[src/rtl/lib_pkg.sv]
// Shared types and constants for the load/store unit: FSM states, funct3 size codes
// and strobe width.
package lib_pkg;

  localparam int STRB_W = 4;

  typedef enum logic [1:0] {S_IDLE, S_REQ, S_DONE} state_t;
  typedef enum logic [1:0] {SZ_B, SZ_H, SZ_W} size_t;

  localparam logic [2:0] F3_B  = 3'b000;
  localparam logic [2:0] F3_H  = 3'b001;
  localparam logic [2:0] F3_W  = 3'b010;
  localparam logic [2:0] F3_BU = 3'b100;
  localparam logic [2:0] F3_HU = 3'b101;

  // Sign variants share the size of their signed twin; unknown codes fall to word.
  function automatic size_t size_of(input logic [2:0] f3);
    case (f3)
      F3_B, F3_BU: size_of = SZ_B;
      F3_H, F3_HU: size_of = SZ_H;
      default:     size_of = SZ_W;
    endcase
  endfunction

endpackage

[src/rtl/mem_access_unit_if.sv]
// Memory-side bus of the load/store unit; master = unit, slave = memory.
interface mem_access_unit_if #(parameter int WIDTH = 32);
  logic             mem_req;
  logic             mem_we;
  logic [WIDTH-1:0] mem_addr;
  logic [3:0]       mem_wstrb;
  logic [WIDTH-1:0] mem_wdata;
  logic             mem_ready;
  logic [WIDTH-1:0] mem_rdata;

  modport master (output mem_req, mem_we, mem_addr, mem_wstrb, mem_wdata,
                  input  mem_ready, mem_rdata);
  modport slave  (input  mem_req, mem_we, mem_addr, mem_wstrb, mem_wdata,
                  output mem_ready, mem_rdata);
endinterface

[src/rtl/mem_lane_align.sv]
// Combinational byte-lane alignment: store strobes/data up into lanes, load data
// down to bit 0 with upper bits cleared.
module mem_lane_align
  import lib_pkg::*;
#(
  parameter int WIDTH = 32
) (
  input  size_t            size,
  input  logic [1:0]       offset,
  input  logic [WIDTH-1:0] wdata,
  input  logic [WIDTH-1:0] mem_rdata,
  output logic [3:0]       wstrb,
  output logic [WIDTH-1:0] wdata_lane,
  output logic [WIDTH-1:0] rdata_align
);

  logic [1:0] lane;
  logic [4:0] sh;

  always_comb begin
    lane        = 2'b00;
    wstrb       = 4'b1111;
    wdata_lane  = wdata;
    rdata_align = mem_rdata;
    case (size)
      SZ_B: begin
        lane        = offset;
        wstrb       = 4'b0001 << lane;
        wdata_lane  = {{(WIDTH-8){1'b0}}, wdata[7:0]} << {lane, 3'b000};
        rdata_align = (mem_rdata >> {lane, 3'b000}) & {{(WIDTH-8){1'b0}}, 8'hFF};
      end
      SZ_H: begin
        // Halfwords only ever sit on lane 0 or 2; addr[0] is dropped here.
        lane        = {offset[1], 1'b0};
        wstrb       = 4'b0011 << lane;
        wdata_lane  = {{(WIDTH-16){1'b0}}, wdata[15:0]} << {lane, 3'b000};
        rdata_align = (mem_rdata >> {lane, 3'b000}) & {{(WIDTH-16){1'b0}}, 16'hFFFF};
      end
      default: ;
    endcase
  end

  assign sh = {lane, 3'b000};

  // sh is kept for readability in waveforms; it mirrors the shift above.
  logic unused_sh;
  assign unused_sh = ^sh;

endmodule

[src/rtl/mem_access_unit.sv]
// Load/store unit: one request at a time from execute, IDLE -> REQ -> DONE.
// Optional MEM_MISALIGN_TRAP_EN turns misaligned H/W accesses into an error pulse.
module mem_access_unit
  import lib_pkg::*;
#(
  parameter int WIDTH = 32
) (
  input  logic              clk,
  input  logic              rst,
  input  logic              valid,
  input  logic              load,
  input  logic [2:0]        funct3,
  input  logic [WIDTH-1:0]  addr,
  input  logic [WIDTH-1:0]  wdata,
  output logic [WIDTH-1:0]  rdata,
  output logic              done,
  output logic              busy,
  output logic              misaligned,
  mem_access_unit_if.master mem
);

  state_t     state, next;
  size_t      size_in, size_q, al_size;
  logic       load_q, mis_now;
  logic [1:0] off_q, al_off;
  logic [3:0]       al_wstrb;
  logic [WIDTH-1:0] al_wdata, al_rdata;

  assign size_in = size_of(funct3);

`ifdef MEM_MISALIGN_TRAP_EN
  logic mis_q;
  assign mis_now = (size_in == SZ_H && addr[0]) || (size_in == SZ_W && addr[1:0] != 2'b00);
`else
  assign mis_now = 1'b0;
`endif

  // The aligner sees the live request in IDLE (store lanes) and the latched one in REQ (load lanes).
  assign al_size = (state == S_IDLE) ? size_in : size_q;
  assign al_off  = (state == S_IDLE) ? addr[1:0] : off_q;

  mem_lane_align #(.WIDTH(WIDTH)) u_align (
    .size        (al_size),
    .offset      (al_off),
    .wdata       (wdata),
    .mem_rdata   (mem.mem_rdata),
    .wstrb       (al_wstrb),
    .wdata_lane  (al_wdata),
    .rdata_align (al_rdata)
  );

  always_ff @(posedge clk or posedge rst) begin
    if (rst) state <= S_IDLE;
    else     state <= next;
  end

  always_comb begin
    next       = state;
    done       = 1'b0;
    busy       = 1'b1;
    misaligned = 1'b0;
    case (state)
      S_IDLE: begin
        busy = 1'b0;
        if (valid) next = mis_now ? S_DONE : S_REQ;
      end
      S_REQ:  if (mem.mem_ready) next = S_DONE;
      S_DONE: begin
        done = 1'b1;
`ifdef MEM_MISALIGN_TRAP_EN
        misaligned = mis_q;
`endif
        next = S_IDLE;
      end
      default: next = S_IDLE;
    endcase
  end

  always_ff @(posedge clk or posedge rst) begin
    if (rst) begin
      load_q        <= 1'b0;
      size_q        <= SZ_W;
      off_q         <= 2'b00;
      rdata         <= '0;
      mem.mem_req   <= 1'b0;
      mem.mem_we    <= 1'b0;
      mem.mem_addr  <= '0;
      mem.mem_wstrb <= 4'b0000;
      mem.mem_wdata <= '0;
`ifdef MEM_MISALIGN_TRAP_EN
      mis_q         <= 1'b0;
`endif
    end else if (state == S_IDLE && valid) begin
      load_q <= load;
      size_q <= size_in;
      off_q  <= addr[1:0];
`ifdef MEM_MISALIGN_TRAP_EN
      mis_q  <= mis_now;
`endif
      if (!mis_now) begin
        mem.mem_req   <= 1'b1;
        mem.mem_we    <= !load;
        mem.mem_addr  <= {addr[WIDTH-1:2], 2'b00};
        mem.mem_wstrb <= load ? 4'b0000 : al_wstrb;
        mem.mem_wdata <= load ? '0 : al_wdata;
      end
    end else if (state == S_REQ && mem.mem_ready) begin
      mem.mem_req   <= 1'b0;
      mem.mem_we    <= 1'b0;
      mem.mem_wstrb <= 4'b0000;
      if (load_q) rdata <= al_rdata;
    end
  end

endmodule

[src/flat_wrapper.sv]
// flat-port wrapper written by rule: the top's interface ports become plain ports
module mem_access_unit_flat import lib_pkg::*;
#(
  parameter int WIDTH = 32
)
  (clk, rst, valid, load, funct3, addr, wdata, rdata, done, busy, misaligned, mem_mem_req, mem_mem_we, mem_mem_addr, mem_mem_wstrb, mem_mem_wdata, mem_mem_ready, mem_mem_rdata);
  mem_access_unit_if #(.WIDTH(WIDTH)) mem_i ();
  input  logic clk;
  input  logic rst;
  input  logic valid;
  input  logic load;
  input  logic [2:0] funct3;
  input  logic [WIDTH-1:0] addr;
  input  logic [WIDTH-1:0] wdata;
  output logic [WIDTH-1:0] rdata;
  output logic done;
  output logic busy;
  output logic misaligned;
  output wire logic [$bits(mem_i.mem_req)-1:0] mem_mem_req;
  output wire logic [$bits(mem_i.mem_we)-1:0] mem_mem_we;
  output wire logic [$bits(mem_i.mem_addr)-1:0] mem_mem_addr;
  output wire logic [$bits(mem_i.mem_wstrb)-1:0] mem_mem_wstrb;
  output wire logic [$bits(mem_i.mem_wdata)-1:0] mem_mem_wdata;
  input wire logic [$bits(mem_i.mem_ready)-1:0] mem_mem_ready;
  input wire logic [$bits(mem_i.mem_rdata)-1:0] mem_mem_rdata;
  assign mem_mem_req = mem_i.mem_req;
  assign mem_mem_we = mem_i.mem_we;
  assign mem_mem_addr = mem_i.mem_addr;
  assign mem_mem_wstrb = mem_i.mem_wstrb;
  assign mem_mem_wdata = mem_i.mem_wdata;
  assign mem_i.mem_ready = mem_mem_ready;
  assign mem_i.mem_rdata = mem_mem_rdata;
  mem_access_unit #(.WIDTH(WIDTH)) u_core (.clk(clk), .rst(rst), .valid(valid), .load(load), .funct3(funct3), .addr(addr), .wdata(wdata), .rdata(rdata), .done(done), .busy(busy), .misaligned(misaligned), .mem(mem_i));
endmodule
[config.mk]
export PLATFORM = sky130hd
export DESIGN_NAME = mem_access_unit_flat
export DESIGN_NICKNAME = d
export VERILOG_FILES = /design/src/rtl/lib_pkg.sv /design/src/rtl/mem_access_unit_if.sv /design/src/rtl/mem_lane_align.sv /design/src/rtl/mem_access_unit.sv /design/src/flat_wrapper.sv
export SDC_FILE = /design/constraint.sdc
export NUM_CORES = 1
export LEC_CHECK = 0
export BUFFER_PORTS_ARGS = -buffer_cell sky130_fd_sc_hd__clkbuf_2
export CORE_MARGIN = 3
export CORE_UTILIZATION = 40
export CTS_CLUSTER_SIZE = 12
export DETAILED_ROUTE_END_ITERATION = 12
export PLACE_DENSITY = 0.69
export SYNTH_ARGS = -nofsm -noshare
export SYNTH_HDL_FRONTEND = slang
export SYNTH_SLANG_ARGS = --single-unit
[constraint.sdc]
create_clock -name clk -period 4.25 [get_ports clk]
set_input_delay 0.85 -clock clk [delete_from_list [all_inputs] [get_ports clk]]
set_output_delay 0.85 -clock clk [all_outputs]
set_load 0.05 [all_outputs]
==> reports/metrics.yaml <==
power_and_ir_drop:
  ir_worst_vdd_uv: 431
  powerDensity_mw_per_mm2: 968
  leakage_nw: 3.07
place:
  dpl-instance-area_sq_mm: 0.00603
  gp_congestion: 0.837
  dp.cells: 776
  port_buffers: 204
  hpwl_um: 10500
  place_ws_ns: 1.33
setup_path:
  critPathArrivalTime_ns: 3.13
  critical_path.cell_chain: "and3b_1 > nand2_1 > nor2_2 > a22o_1"
  cp_top_family: "simple AND/OR/NAND/NOR gates"
  criticalPathCategory: "flop to flop"
  cp-end-kind: "flop"
  max_stage_delay_ns: 0.89
  cp_slowest_cell: "nor2_2"
  rrSetupSlack_ns: 1.40
  critical_path_buf_inv_count: 0
  worst_ep_required_time_ns: 4.53
  start_kind: "flop"
  cp_max_fo: 25
clock_tree:
  clockBufferDepth: 2
  cts_buffers: 9
  cts_tree: "built"
  ctsHoldBuffers: 0
  cts_root_buffer: "clkbuf_16"
  htreeDepth: 3
  path_clk_slew_ns: 0.07
  clock_sinks: 107
  clk_latency_ns: 0.34
  cts_setup_buffers: 0
  ctsResizeCount: 0
timing:
  finalSetupTns_ns: 0
  tightest_slew_ns: 1.26
  setup_ws_ns: 1.40
  drv_slew: 0
  relSlewSlack: 0.155
  setup_violations: 0
  hold_viol_final: 0
  fin_worst_skew_ns: 0.00401
  finalCriticalPeriod_ns: 2.85
  rsz0062_at_grt: "false"
  fmax_ghz: 0.350
  fin_crit_sh: 0.671
final_layout:
  fin_nets: 723
  final_area_sq_mm: 0.00629
  insertedDiodeCount: 0
  syn_to_final_growth_pct: 27.1
  drive_above_1_share: 0.448
  final_cell_count_no_fill: 788
  post-route-util: 0.522
synthesis:
  synth-edff-count: 0
  yosysSeqAreaShare: 0.541
  netlist_instances: 433
  synth.top_cell.area_share: 0.536
  ys_types: 48
  synthTopCellsByCount: "dfrtp_1, mux2_2, o21ai_0, a22o_1, nor2_1"
  ys_seq_elements: 107
  synth.most_common_cell: "dfrtp_1"
  postSynthAreaPerCell_sq_um: 11.4
  yosysWarnings: 0
  synth_area_sq_mm: 0.00495
  yosysTopAreaCell: "dfrtp_1"
  synthFlopType: "dfrtp_1"
  synthTopCellsByArea: "dfrtp_1, mux2_2, a22o_1, a211o_1, o21ai_0"
  synth-async-reset-ratio: 1.00
drt:
  vias_per_cell: 5.55
  via_count: 4374
  ant_nets: 0
  wire_per_inst_um: 18.5
  first_iter_violations: 327
  remaining_drc_errors: 0
  drt_first_pass_iters: 6
  wirelength_um: 14600
grt:
  globalRouteMet2Util: 0.327
  use_met1: 0.283
  grt_antenna_before_repair: 0
  grtUsageTotal: 0.210
  use_met3: 0.0422
  grt_max_degree: 70
  first_global_vias: 4173
  grt-ovfl-total: 0
  grt_pass1_wl_um: 22200
  grt_most_used_layer: "met2"
floorplanning:
  num_rows: 40
  fp.coreArea_sq_mm: 0.0121
  start_util: 0.410
  die_w_um: 117
  dieArea_sq_mm: 0.0137
  boundaryPins: 209
  die_h_um: 117
min_path:
  hold_path_class: "flop to flop"
run_status:
  status: "finished, final reports clean"
run:
  maxCapViolations: 0
==> flip-flops by register name, indices dropped and copies added, names as in the netlist <==
signal	flops
u_core.mem.mem_wstrb	4
u_core.mem.mem_req	1
u_core.rdata	32
u_core.mem.mem_wdata	32
u_core.state	2
u_core.mem.mem_we	1
u_core.mem.mem_addr	30
u_core.size_q	2
u_core.load_q	1
u_core.off_q	2
==> per-layer routing <==
metal / wire length [um] / vias to the layer above
met3: 885 / 32
li1: - / 1996
met4: 390 / 0
met2: 6980 / 203
met5: 0 / -
met1: 6310 / 2143
==> worst register-to-register path: cells and delay by family, from the launching register on <==
kind,cells,cell delay [ns]
AOI/OAI and AO/OA,1,0.24
and+or+nand+nor,3,1.84
DFF,1,0.70
==> cell usage in the layout (no fill, tap or decap), types with 9 or more instances in the layout <==
| master | count |
|---|---|
| o21ai_0 | 28 |
| nand2_1 | 21 |
| clkbuf_2 | 204 |
| dfrtp_1 | 106 |
| clkbuf_16 | 9 |
| nand3_1 | 16 |
| nor2_1 | 26 |
| and2_1 | 9 |
| a211o_1 | 16 |
| a31oi_1 | 16 |
| mux2_2 | 34 |
| o31ai_1 | 9 |
| a21oi_1 | 18 |
| a22o_1 | 26 |
==> where the power goes <==
part | switching (W) | total, W | internal, W
logic | 0.00264 | 0.00354 | 0.000894
clock network | 0.000341 | 0.000758 | 0.000417
registers | 0.000293 | 0.00179 | 0.00150
==> metrics by stage <==
step           power (W)  hold WS [ns]
3_3_place_gp     0.00528         0.463
3_5_place_dp     0.00535         0.467
2_1_floorplan    0.00453         0.480
4_1_cts          0.00612         0.481
5_1_grt          0.00642         0.490
6_report         0.00609         0.474
==> logic make-up after synthesis <==
family / count (synthesis) / share of synthesized area
AND/OR/NAND/NOR: 88 / 0.0882
buffers and inverters: 40 / 0.0445
other: 1 / 0.000758
multiplexers: 34 / 0.0774
flip-flops: 107 / 0.541
AO/OA/AOI/OAI: 163 / 0.248
==> area by class of cell <==
class                           instances  area [sq um]
Multi-Input combinational cell        288          2070
Sequential cell                       107          2680
Tap cell                              168           210
Clock buffer                           12           256
Inverter                                3          13.8
Fill cell                            1086          5770
Timing Repair Buffer                  210          1070
==> final timing paths <==
| kind | startpoint | endpoint | depth (start not counted) |
|---|---|---|---|
| worst max register to register | u_core.state[0] | u_core.rdata[27] | 4 |
| worst max-delay path | u_core.state[0] | u_core.rdata[27] | 4 |
| max in group asynchronous | rst | u_core.size_q[1] | 3 |
| worst min-delay path | u_core.mem.mem_we | u_core.mem.mem_we | 1 |
| worst min register to register | u_core.mem.mem_we | u_core.mem.mem_we | 1 |
| min in group asynchronous | rst | u_core.rdata[17] | 2 |
(Power assumes the default switching activity.)
